--- src/rtl/bridge_ahb_arbiter.sv ---
// Round-robin AHB arbiter for the AHB-to-APB bridge slave port; hands over only at burst boundaries.
// Optional locked-transfer support is compiled in when ARB_LOCK_EN is defined.
module bridge_ahb_arbiter #(
  parameter int unsigned MASTERS = 4,
  parameter int unsigned MIDX    = $clog2(MASTERS)
) (
  input  logic               clock,
  input  logic               Hreset,
  input  logic [MASTERS-1:0] Hbusreq,
  input  logic [MASTERS-1:0] Hlock,
  input  logic [1:0]         Htrans,
  input  logic [2:0]         Hburst,
  input  logic               Hreadyout,
  output logic [MASTERS-1:0] Hgrant,
  output logic [MIDX-1:0]    Hmaster,
  output logic [MIDX-1:0]    Hmaster_d,
  output logic               Hmastlock
);

  typedef enum logic [1:0] {StIdle, StOwn, StBurst} state_e;

  localparam logic [1:0] TransIdle   = 2'b00;
  localparam logic [1:0] TransNonseq = 2'b10;
  localparam logic [1:0] TransSeq    = 2'b11;
  localparam logic [2:0] BurstSingle = 3'b000;
  localparam logic [2:0] BurstIncr   = 3'b001;
  localparam logic [MASTERS-1:0] GrantPark = MASTERS'(1);

  function automatic logic [4:0] beats_m1(input logic [2:0] burst);
    case (burst)
      3'b010, 3'b011: beats_m1 = 5'd3;
      3'b100, 3'b101: beats_m1 = 5'd7;
      3'b110, 3'b111: beats_m1 = 5'd15;
      default:        beats_m1 = 5'd0;  // SINGLE, and INCR where the counter is unused
    endcase
  endfunction

  state_e             state_q, state_d;
  logic [4:0]         cnt_q, cnt_d;
  logic               incr_q, incr_d;
  logic [MIDX-1:0]    owner_q, owner_d;
  logic [MIDX-1:0]    last_q, last_d;
  logic [MIDX-1:0]    downer_q;
  logic [MASTERS-1:0] grant_q, grant_d;
  logic               lock_q, lock_d;

  logic nonseq_acc, seq_acc, incr_beat, rearb, keep;
  logic found;
  logic [MIDX-1:0] pick;
  int unsigned cand;

  assign nonseq_acc = Hreadyout && (Htrans == TransNonseq);
  assign seq_acc    = Hreadyout && (Htrans == TransSeq);
  // INCR status comes from Hburst on the opening beat, from the stored flag afterwards
  assign incr_beat  = nonseq_acc ? (Hburst == BurstIncr) : (seq_acc && incr_q);
  assign rearb      = Hreadyout && ((Htrans == TransIdle) ||
                                    (nonseq_acc && (Hburst == BurstSingle)) ||
                                    (seq_acc && (cnt_q == 5'd1)) ||
                                    (incr_beat && !Hbusreq[owner_q]));

`ifdef ARB_LOCK_EN
  assign keep = (state_q != StIdle) && Hlock[owner_q];
`else
  logic unused_lock;
  assign unused_lock = ^Hlock;
  assign keep        = 1'b0;
`endif

  always_comb begin
    found = 1'b0;
    pick  = '0;
    cand  = 0;
    for (int unsigned k = 1; k <= MASTERS; k++) begin
      cand = (32'(last_q) + k) % MASTERS;
      if (!found && Hbusreq[cand[MIDX-1:0]]) begin
        found = 1'b1;
        pick  = cand[MIDX-1:0];
      end
    end
  end

  always_comb begin
    state_d = state_q;
    cnt_d   = cnt_q;
    incr_d  = incr_q;
    owner_d = owner_q;
    last_d  = last_q;
    grant_d = grant_q;
    lock_d  = lock_q;
    if (nonseq_acc) begin
      cnt_d  = beats_m1(Hburst);
      incr_d = (Hburst == BurstIncr);
    end else if (seq_acc && (cnt_q != 5'd0)) begin
      cnt_d = cnt_q - 5'd1;
    end
    if (rearb) begin
      if (keep) begin
        lock_d  = 1'b1;
        state_d = StOwn;
      end else begin
        lock_d = 1'b0;
        if (found) begin
          owner_d = pick;
          last_d  = pick;
          grant_d = GrantPark << pick;
          state_d = StOwn;
        end else begin
          owner_d = '0;
          grant_d = GrantPark;
          state_d = StIdle;
        end
      end
    end else if (nonseq_acc && (state_q != StIdle)) begin
      state_d = StBurst;
    end
  end

  always_ff @(posedge clock) begin
    if (Hreset) begin
      state_q  <= StIdle;
      cnt_q    <= '0;
      incr_q   <= 1'b0;
      owner_q  <= '0;
      last_q   <= MIDX'(MASTERS - 1);
      downer_q <= '0;
      grant_q  <= GrantPark;
      lock_q   <= 1'b0;
    end else begin
      state_q <= state_d;
      cnt_q   <= cnt_d;
      incr_q  <= incr_d;
      owner_q <= owner_d;
      last_q  <= last_d;
      grant_q <= grant_d;
      lock_q  <= lock_d;
      if (Hreadyout) downer_q <= owner_q;
    end
  end

  assign Hgrant    = grant_q;
  assign Hmaster   = owner_q;
  assign Hmaster_d = downer_q;
  assign Hmastlock = lock_q;

endmodule

--- config.mk ---
export PLATFORM = sky130hd
export DESIGN_NAME = bridge_ahb_arbiter
export DESIGN_NICKNAME = d
export VERILOG_FILES = /design/src/rtl/bridge_ahb_arbiter.sv
export SDC_FILE = /design/constraint.sdc
export NUM_CORES = 1
export LEC_CHECK = 0
export CAP_MARGIN = 10
export CORE_AREA = 8 8 54 56
export CTS_CLUSTER_DIAMETER = 80
export CTS_CLUSTER_SIZE = 8
export DETAILED_ROUTE_END_ITERATION = 8
export DIE_AREA = 0 0 62 64
export GPL_ROUTABILITY_DRIVEN = 0
export GPL_TIMING_DRIVEN = 0
export PLACE_DENSITY = 0.75
export SLEW_MARGIN = 20
export SYNTH_ARGS = -nofsm -noshare
export SYNTH_HDL_FRONTEND = slang
export SYNTH_SLANG_ARGS = --single-unit
--- constraint.sdc ---
create_clock -name clock -period 4.15 [get_ports clock]
set_input_delay 0.6225 -clock clock [delete_from_list [all_inputs] [get_ports clock]]
set_output_delay 0.6225 -clock clock [all_outputs]
set_load 0.02 [all_outputs]
==> qor.yml <==
run_status:
  status: "completed"
synthesis:
  yosysSeqAreaShare_pct: 32.20
  synthFlopType: "dfxtp_1"
  netlist_area_um2: 994.7
  ys.warnings.count: 0
  syn-num-nets: 137
  yosysTopAreaCell: "dfxtp_1"
  synth.area.top_cells: "dfxtp_1, mux2i_1, nor2_1, a211oi_1, nand2_1"
  synthTopCellsByCount: "dfxtp_1, nor2_1, mux2i_1, nand2_1, inv_1"
  yosys.cell_count.top_type: "dfxtp_1"
  synth-edff-count: 0
  ys_types: 43
  async_flop_share_pct: 0
  synthDominantCellAreaShare_pct: 32.20
  synth_area_per_cell_um2: 8.359
  ys_ff_latch: 16
  synthCells: 119
timing:
  final.min_clock_period_ps: 2191
  fmax_ghz: 0.4564
  maxSlewViolCount: 0
  whs_ps: 467.5
  rsz0062_at_grt: "false"
  setup_ws_ps: 1959
  setup_viol: 0
  clock_skew_ps: 1.183
  setup_tns_ps: 0
  fin_crit_sh_pct: 52.80
  hold_viol_final: 0
power:
  clkPwrFrac_pct: 22.7
  pwr-share-seq_pct: 49.8
  combPwrFrac_pct: 27.5
  ir_drop_mv: 0.1617
  power_density_nw_per_um2: 281.8
  internal_power_w: 0.0002398
  p_leak_nw: 0.5007
  p_sw_share_pct: 29.83
  power.switching_w: 0.0001019
die:
  core_um2: 2106
  initial_core_util_pct: 47.24
  die_area_um2: 3968
  chipHeight_um: 64
  die_x_um: 62
  io_pins: 25
  fp-row-count: 17
clocking:
  numCtsBuffers: 3
  tritoncts: "yes"
  clkTransAtPathRegs_ps: 90
  hold_buffers: 0
  cts_resized: 0
  clock_sinks: 16
  clkLatencyLatePin_ps: 270
  cts_setup_buffers: 0
  clockBufferDepth: 2
  htreeDepth: 1
  cts-root-buf: "clkbuf_4"
critical_path:
  startpoint_type: "primary input"
  worst-path-max-fanout: 8
  critPathCaptureType: "flip-flop"
  crit_arrival_ps: 2340
  crit_required_ps: 4300
  path_class: "in -> reg"
final_layout:
  area_growth_pct: 21.89
  nets: 158
  drive_gt1_share_pct: 10.14
  n_antenna_cell: 0
  stdcell_area_um2: 1212
  finalNonFillerCells: 166
global_route:
  grt_usage_pct: 13.20
  grt_pass1_vias: 918
  grt_pass1_wl_mm: 4.084
  grt_start_max_net_pins: 11
  gr-total-overflow: 0
  antenna_found_initial: 0
routing:
  vias: 926
  ant_nets: 0
  vias_per_cell: 5.578
  routed_wl_mm: 2.324
  avgRoutedWirePerCell_um: 14.00
  first_pass_iters: 4
  drc: 0
  drtIter0Drc: 26
min_path:
  holdCritPathClass: "reg -> reg"
place:
  dpl.cell_count: 163
  placed_cell_area_um2: 1190
  pre_cts_ws_ps: 1682
  io_buffers: 16
  dpl.hpwl_mm: 1.801
job:
  drv_cap: 0
-- kinds of logic after synthesis --
logic type	count (synthesis)	synth area share (%)
xor+xnor	2	1.761
compound gates	31	22.26
mux	13	14.34
flops	16	32.20
fa+ha+maj	2	2.515
other cells	1	0.3770
buf+inv	14	5.911
simple gates	40	20.63
-- metal layers --
layer  up-vias  track usage [%]  share of wire, %  routed length [um]
met3         2            3.400               4.9                 115
li1        468                -                 -                   -
met2        22            20.96                50                1157
met1       434            15.69                44                1034
met5         -                0                 0                   0
met4         0            6.553              0.73                  17
-- stage by stage --
step	total power, W	util, %
6_report	0.0003417	57.58
5_1_grt	0.0003683	57.58
4_1_cts	0.0003465	57.58
3_5_place_dp	0.0002670	56.51
3_3_place_gp	0.0002634	56.51
2_1_floorplan	0.0002354	-
-- power by group through the flow --
stage               registers, W  logic [W]  clock network [W]
floorplan               0.000175  0.0000605                  0
global placement        0.000173  0.0000903                  0
detailed placement      0.000173  0.0000935                  0
CTS                     0.000170  0.0000940          0.0000826
global route            0.000171   0.000104          0.0000930
finish                  0.000170  0.0000941          0.0000776
-- cell type report --
type	instances	area, um^2
Fill cell	189	893.4
Multi-Input combinational cell	89	615.6
Sequential cell	16	320.3
Timing Repair Buffer	16	160.2
Tap cell	28	35.03
Inverter	8	30.03
Buffer	6	28.78
Clock buffer	3	22.52
-- worst paths after layout --
kind	from	end	slack (ps)	depth (start not counted)
worst max register to register	last_q[1]$_SDFFE_PP1P_	Hgrant[2]$_SDFFE_PP0P_	2420	5
worst max-delay path	Htrans[0]	Hgrant[1]$_SDFFE_PP0P_	1960	5
worst min-delay path	Hgrant[2]$_SDFFE_PP0P_	Hgrant[2]$_SDFFE_PP0P_	470	2
worst min register to register	Hgrant[2]$_SDFFE_PP0P_	Hgrant[2]$_SDFFE_PP0P_	470	2
-- worst max-delay path, cell delays in order --
cell and delay [ps]:
clkdlybuf4s50_1 530, or4b_1 600, a211oi_2 250, o21ai_2 180, mux2i_1 160
-- placed cells by master, fill, tap and decap left out, types with 3 or more instances in the layout --
cell type	Yosys	routed
mux2i_1	12	12
a21oi_1	6	6
o22ai_1	3	3
inv_1	7	7
clkbuf_4	0	3
nor2_1	13	13
dfxtp_1	16	16
clkbuf_1	3	3
nor3_1	4	4
clkdlybuf4s50_1	0	16
nand2_1	10	10
a211oi_1	5	5
-- state kept, by name (all words and copies together) (netlist names) --
name,count
incr_q,1
Hgrant,4
Hmaster,2
Hmaster_d,2
last_q,2
cnt_q,5
Power figures use the tool's default switching activity.
